$ cat src/rtl/muldiv_pkg.sv
// Shared constants for the RV32M multiply/divide execute unit: op codes,
// FSM state encoding and the decoder's opcode/funct7 match values.
package muldiv_pkg;

   localparam logic [2:0] MD_MUL    = 3'd0;
   localparam logic [2:0] MD_MULH   = 3'd1;
   localparam logic [2:0] MD_MULHSU = 3'd2;
   localparam logic [2:0] MD_MULHU  = 3'd3;
   localparam logic [2:0] MD_DIV    = 3'd4;
   localparam logic [2:0] MD_DIVU   = 3'd5;
   localparam logic [2:0] MD_REM    = 3'd6;
   localparam logic [2:0] MD_REMU   = 3'd7;

   localparam logic [6:0] OPCODE_OP     = 7'b0110011;
   localparam logic [6:0] FUNCT7_MULDIV = 7'b0000001;

   typedef enum logic [1:0] {
      ST_IDLE = 2'd0,
      ST_CALC = 2'd1,
      ST_DONE = 2'd2
   } md_state_t;

   function automatic logic is_div_op(input logic [2:0] f);
      return f[2];
   endfunction

endpackage

$ cat src/rtl/muldiv_operand_prep.sv
// Combinational operand conditioning: sign detection, magnitudes, and the
// division special cases (divide by zero, signed overflow) with their results.
module muldiv_operand_prep
   import muldiv_pkg::*;
#(
   parameter int XLEN = 32
) (
   input  logic [2:0]      funct3,
   input  logic [XLEN-1:0] op_a,
   input  logic [XLEN-1:0] op_b,
   output logic            sign_a,
   output logic            sign_b,
   output logic [XLEN-1:0] mag_a,
   output logic [XLEN-1:0] mag_b,
   output logic            special,
   output logic [XLEN-1:0] special_result
);

   logic a_signed;
   logic b_signed;
   logic div_zero;
   logic div_ovf;

   always_comb begin
      a_signed = funct3 inside {MD_MUL, MD_MULH, MD_MULHSU, MD_DIV, MD_REM};
      b_signed = funct3 inside {MD_MUL, MD_MULH, MD_DIV, MD_REM};
      sign_a   = a_signed & op_a[XLEN-1];
      sign_b   = b_signed & op_b[XLEN-1];
      mag_a    = sign_a ? -op_a : op_a;
      mag_b    = sign_b ? -op_b : op_b;

      div_zero = is_div_op(funct3) && (op_b == '0);
      div_ovf  = (funct3 inside {MD_DIV, MD_REM}) &&
                 (op_a == {1'b1, {(XLEN-1){1'b0}}}) && (op_b == '1);
      special  = div_zero | div_ovf;

      // funct3[1] distinguishes REM/REMU from DIV/DIVU
      special_result = '0;
      if (div_zero)
         special_result = funct3[1] ? op_a : '1;
      else if (div_ovf)
         special_result = funct3[1] ? '0 : op_a;
   end

endmodule

$ cat src/rtl/muldiv_unit.sv
// Iterative RV32M multiply/divide unit. Optional build macro
// MULDIV_FAST_MUL_EN makes the multiply ops single-cycle combinational.
//
// state   | meaning
// IDLE    | waiting for start; latches operands
// CALC    | one shift-add / shift-subtract iteration per cycle
// DONE    | final sign fix-up; result and done registered on exit
module muldiv_unit
   import muldiv_pkg::*;
#(
   parameter int XLEN  = 32,
   parameter int CNT_W = 6
) (
   input  logic            clk,
   input  logic            reset,
   input  logic            start,
   input  logic [2:0]      funct3,
   input  logic [XLEN-1:0] rs1_dout,
   input  logic [XLEN-1:0] rs2_dout,
   input  logic            kill,
   output logic            busy,
   output logic            done,
   output logic [XLEN-1:0] result
);

   md_state_t         state, state_nxt;
   logic [CNT_W-1:0]  cnt;
   logic [2:0]        op_r;
   logic              sign_a_r, sign_b_r;
   logic [XLEN-1:0]   opnd_r;
   logic [2*XLEN-1:0] acc, step_acc;
   logic              spec_r;
   logic [XLEN-1:0]   spec_res_r;
   logic              done_r;
   logic [XLEN-1:0]   result_r;

   logic              sign_a, sign_b, special;
   logic [XLEN-1:0]   mag_a, mag_b, special_result;

   logic [XLEN:0]     add_sum, sub_diff;
   logic [2*XLEN-1:0] prod;
   logic [XLEN-1:0]   quo, rem, final_res;
   logic              accept;

   muldiv_operand_prep #(.XLEN(XLEN)) u_prep (
      .funct3         (funct3),
      .op_a           (rs1_dout),
      .op_b           (rs2_dout),
      .sign_a         (sign_a),
      .sign_b         (sign_b),
      .mag_a          (mag_a),
      .mag_b          (mag_b),
      .special        (special),
      .special_result (special_result)
   );

   assign accept = start & ~kill;

   always_ff @(posedge clk or negedge reset) begin
      if (!reset) state <= ST_IDLE;
      else        state <= state_nxt;
   end

   always_comb begin
      state_nxt = state;
      case (state)
         ST_IDLE: begin
            if (accept) begin
               if (special)
                  state_nxt = ST_DONE;
`ifdef MULDIV_FAST_MUL_EN
               else if (!is_div_op(funct3))
                  state_nxt = ST_DONE;
`endif
               else
                  state_nxt = ST_CALC;
            end
         end
         ST_CALC: begin
            if (kill)
               state_nxt = ST_IDLE;
            else if (cnt == CNT_W'(XLEN-1))
               state_nxt = ST_DONE;
         end
         ST_DONE: state_nxt = ST_IDLE;
         default: state_nxt = ST_IDLE;
      endcase
   end

   // acc holds {hi, lo}: product/multiplier for multiply, {remainder, quotient} for divide
   always_comb begin
      add_sum  = {1'b0, acc[2*XLEN-1:XLEN]} + (acc[0] ? {1'b0, opnd_r} : '0);
      sub_diff = acc[2*XLEN-1:XLEN-1] - {1'b0, opnd_r};
      if (is_div_op(op_r))
         step_acc = sub_diff[XLEN] ? {acc[2*XLEN-2:0], 1'b0}
                                   : {sub_diff[XLEN-1:0], acc[XLEN-2:0], 1'b1};
      else
         step_acc = {add_sum, acc[XLEN-1:1]};
   end

   always_comb begin
      prod = (sign_a_r ^ sign_b_r) ? -acc : acc;
      quo  = (sign_a_r ^ sign_b_r) ? -acc[XLEN-1:0] : acc[XLEN-1:0];
      rem  = sign_a_r ? -acc[2*XLEN-1:XLEN] : acc[2*XLEN-1:XLEN];
      final_res = rem;
      if (spec_r)
         final_res = spec_res_r;
      else begin
         case (op_r)
            MD_MUL:                       final_res = prod[XLEN-1:0];
            MD_MULH, MD_MULHSU, MD_MULHU: final_res = prod[2*XLEN-1:XLEN];
            MD_DIV, MD_DIVU:              final_res = quo;
            default:                      final_res = rem;
         endcase
      end
   end

   always_ff @(posedge clk or negedge reset) begin
      if (!reset) begin
         cnt        <= '0;
         op_r       <= MD_MUL;
         sign_a_r   <= 1'b0;
         sign_b_r   <= 1'b0;
         opnd_r     <= '0;
         acc        <= '0;
         spec_r     <= 1'b0;
         spec_res_r <= '0;
         done_r     <= 1'b0;
         result_r   <= '0;
      end else begin
         done_r <= 1'b0;
         case (state)
            ST_IDLE: begin
               if (accept) begin
                  op_r       <= funct3;
                  sign_a_r   <= sign_a;
                  sign_b_r   <= sign_b;
                  opnd_r     <= mag_b;
                  acc        <= {{XLEN{1'b0}}, mag_a};
                  spec_r     <= special;
                  spec_res_r <= special_result;
                  cnt        <= '0;
`ifdef MULDIV_FAST_MUL_EN
                  if (!is_div_op(funct3))
                     acc <= (2*XLEN)'(mag_a) * (2*XLEN)'(mag_b);
`endif
               end
            end
            ST_CALC: begin
               if (!kill) begin
                  acc <= step_acc;
                  cnt <= cnt + 1'b1;
               end
            end
            ST_DONE: begin
               if (!kill) begin
                  done_r   <= 1'b1;
                  result_r <= final_res;
               end
            end
            default: ;
         endcase
      end
   end

   assign busy   = (state != ST_IDLE);
   assign done   = done_r;
   assign result = result_r;

endmodule

$ cat config.mk
export PLATFORM = sky130hd
export DESIGN_NAME = muldiv_unit
export DESIGN_NICKNAME = d
export VERILOG_FILES = /design/src/rtl/muldiv_pkg.sv /design/src/rtl/muldiv_operand_prep.sv /design/src/rtl/muldiv_unit.sv
export SDC_FILE = /design/constraint.sdc
export NUM_CORES = 1
export LEC_CHECK = 0
export ABC_AREA = 1
export CAP_MARGIN = 0
export CORE_ASPECT_RATIO = 1.1
export CORE_UTILIZATION = 55
export CTS_CLUSTER_DIAMETER = 150
export DETAILED_ROUTE_END_ITERATION = 10
export PLACE_DENSITY_LB_ADDON = 0.05
export RECOVER_POWER = 50
export REMOVE_ABC_BUFFERS = 1
export SYNTH_ARGS = -nofsm -noshare
export SYNTH_HDL_FRONTEND = slang
export SYNTH_HIERARCHICAL = 1
export SYNTH_SLANG_ARGS = --single-unit
$ cat constraint.sdc
create_clock -name clk -period 3 [get_ports clk]
set_clock_uncertainty 0.05 [all_clocks]
set_input_delay 0.3 -clock clk [delete_from_list [all_inputs] [get_ports clk]]
set_output_delay 0.3 -clock clk [all_outputs]
set_load 0.02 [all_outputs]
==> results_dict.tcl, run 1 <==
set metrics [dict create \
    final_hold_viol_count 0 \
    core_area_um2 34300 \
    track_usage_pct 42.4 \
    dp_slack_ns 0.182 \
    avgSynthCellArea_um2 5.84 \
    violations "max-capacitance violations, max-slew violations" \
    cp-start-kind "flop" \
    combPwrFrac_pct 72.1 \
    critPathArrivalTime_ns 3.29 \
    period_share_pct 97.5 \
    min_from "funct3[0]" \
    rsz0062_at_grt "false" \
    grt_max_degree 153 \
    setup_viol 0 \
    synthCells 3290 \
    peakVddDrop_mv 0.703 \
    die_h_um 198 \
    antenna_found_initial 1 \
    startpoint "acc[0]" \
    die_area_um2 35700 \
    critPathKind "reg2reg" \
    clockRootBuffer "clkbuf_16" \
    rr_startpoint "acc[0]" \
    synth-edff-count 0 \
    power_density_nw_per_um2 1130 \
    min_path_type "in2reg" \
    syn_to_final_growth_pct 12.6 \
    fillCellCount 3308 \
    clock-sinks 175 \
    cts_tree "done" \
    synth-main-ff-cell "dfrtp_1" \
    min_period_ns 2.92 \
    crit_path_end_kind "flop" \
    worst_hold_slack_ns 0.416 \
    die_x_um 180 \
    fin_ws_ns 0.0761 \
    slew_violations 215 \
    synth_top_area_cell "dfrtp_1" \
    power.share.sequential_pct 17.6 \
    via_per_inst 5.92 \
    drive_above_1_share_pct 6.83 \
    worst-endpoint-required_ns 3.37 \
    switching_share_pct 58.4 \
    slew_headroom_pct -26.4 \
    grt_first_pass_wirelength_um 116000 \
    vias 22800 \
    synthArstFlopShare_pct 100 \
    status "finished with violations" \
    port_buffers 104 \
    cellLeakagePower_nw 11.3 \
    synth.area.top_cells "dfrtp_1 (23%), nand2_1 (21%), inv_1 (9.6%), nand3_1 (7.2%), nor2_1 (6.2%)" \
    clk_latency_ns 0.48 \
    ant_nets 0 \
    cts_max_path_buffers 2 \
    maxCapViolCount 2 \
    cts_setup_buffers 0 \
    post_drt_wl_per_cell_um 19.9 \
    total_power_mw 24.5 \
    ys_types 56 \
    yosysTopAreaCellShare_pct 22.8 \
    ys_ff_latch 175 \
    ys_seq_area_share_pct 22.8 \
    htreeDepth 4 \
    worst_pin_slew_ns 1.90 \
    netlist_area_um2 19200 \
    io_pins 105 \
    synth_warnings 6 \
    clk_pin_slew_ns 0.08 \
    start_util_pct 56.0 \
    fin_nets 3539 \
    dp_hpwl_um 60100 \
    internal-power_mw 10.2 \
    diodes 0 \
    critPathMaxFanout 6 \
    dr.pass1.iters 9 \
    gp_congestion 1.05 \
    overflow 0 \
    numCtsBuffers 17 \
    drcViolationCount 0 \
    fmax_ghz 0.342 \
    grt_pass1_vias 20800 \
    rows 71 \
    drt-initial-drc-count 3023 \
    pwr-share-clk_pct 10.4 \
    switchingPower_mw 14.3 \
    wl_um 76500 \
]
-- layer usage --
metal | up-vias | part of all wire, % | GRT usage [%]
met5 | - | 0.077 | 0
met4 | 2 | 3.3 | 14.8
met3 | 167 | 13 | 12.0
met2 | 1412 | 41 | 61.8
met1 | 10600 | 42 | 59.5
li1 | 10700 | - | -
-- registers in the layout, indices dropped and copies added (netlist names) --
register    cells
state           2
sign_a_r        1
op_r            3
acc            64
sign_b_r        1
cnt             6
result         32
done            1
spec_res_r     32
opnd_r         32
spec_r          1
-- cells in the mapped netlist (35+ instances only) --
cell type	instances
nand3_1	276
nor2_4	35
nand4_1	47
nor2_1	317
ha_1	70
dfrtp_1	175
nand2_1	1089
o21ai_0	213
xor2_1	62
a21oi_1	152
inv_1	490
clkbuf_1	64
-- power groups by stage --
stage | Clock [mW] | Combinational (mW) | Sequential (mW)
6_report | 2.54 | 17.6 | 4.30
4_1_cts | 2.53 | 16.9 | 4.20
2_1_floorplan | 0 | 10.5 | 4.32
3_5_place_dp | 0 | 16.8 | 4.23
3_3_place_gp | 0 | 16.6 | 4.18
5_1_grt | 2.61 | 19.1 | 4.33
-- area by class of cell --
cell class / count / area, um^2 / share of cell area (%)
multi-input combinational: 2507 / 12400 / 57.4
sequential: 175 / 4380 / 20.2
inverter: 503 / 1890 / 8.75
timing repair buffer: 192 / 1760 / 8.13
tap: 438 / 548 / 2.53
clock buffer: 17 / 425 / 1.97
clock inverter: 15 / 215 / 0.995
-- cell families (layout without fill, tap and decap cells) --
kind of cell,count (synthesis),after routing,synth area share (%)
AOI/OAI and AO/OA,482,482,14.0
xor gates and xnor gates,77,77,3.51
adders and majority gates,72,72,4.77
buffers and inverters,608,727,12.7
DFF,175,175,22.8
and+or+nand+nor,1876,1876,42.2
-- worst paths after layout --
path / cells after the start / slack, ns / to
setup / recovery: 13 / 0.08 / acc[40]
hold / removal: 3 / 0.42 / op_r[0]
setup reg to reg: 13 / 0.08 / acc[40]
hold reg to reg: 2 / 0.43 / result[23]
max in group asynchronous: 3 / 0.92 / op_r[2]
min in group asynchronous: 2 / 0.86 / acc[57]
-- repair_timing --
action | CTS | global route
hold buffers | 1 | 0
endpoints found under the hold margin | 61 | 0
gates resized for setup | 0 | 6
endpoints found under the setup margin | 0 | 8
-- per-stage QoR --
| stage | utilization [%] | setup TNS (ns) | cell area, um^2 | std cells |
|---|---|---|---|---|
| final | 63.1 | 0 | 21600 | 3847 |
| after global routing | 63.1 | 0 | 21600 | 3847 |
| after CTS | 63.1 | 0 | 21600 | 3847 |
| after detailed placement | 61.2 | 0 | 21000 | 3814 |
| after global placement | 61.2 | 0 | 21000 | 3814 |
| after floorplan | - | -46.87 | 18700 | 3185 |
-- layout by cell type, fill, tap and decap left out, types with 7 or more instances in the layout --
cell and count:
a21oi_1 151, a31oi_1 15, buf_4 80, clkbuf_16 17
clkdlybuf4s50_1 93, dfrtp_1 174, dlygate4sd3_1 11, ha_1 70
inv_1 489, inv_2 10, nand2_1 1089, nand2_2 12
nand3_1 276, nand3_2 11, nand3b_1 17, nand4_1 47
nor2_1 314, nor2_2 18, nor2_4 35, nor3_1 32
o211ai_1 17, o21ai_0 211, o21ai_1 22, o21bai_1 7
o221ai_1 21, o31ai_1 7, or2_2 9, xnor2_1 15
xor2_1 62
-- critical path, cell delays in order, from the launching register on --
cell and delay, ns:
dfrtp_1 0.46, nand2_1 0.16, inv_1 0.07, ha_1 0.38
nand2_1 0.10, o21ai_1 0.40, nand2_1 0.10, nand2_1 0.13
nand2_1 0.07, nand2_1 0.16, nor2_1 0.06, o21ai_0 0.50
nand3_1 0.14, nand2_1 0.09
Power figures use the tool's default switching activity.
==> run 2: changes to the inputs <==
--- a/config.mk
+++ b/config.mk
@@ -6,7 +6,6 @@
 export NUM_CORES = 1
 export LEC_CHECK = 0
 export ABC_AREA = 1
-export CAP_MARGIN = 0
 export CORE_ASPECT_RATIO = 1.1
 export CORE_UTILIZATION = 55
 export CTS_CLUSTER_DIAMETER = 150
==> results of run 2 <==
Same layout as run 1: the final DEF is identical, and so are final timing and power.
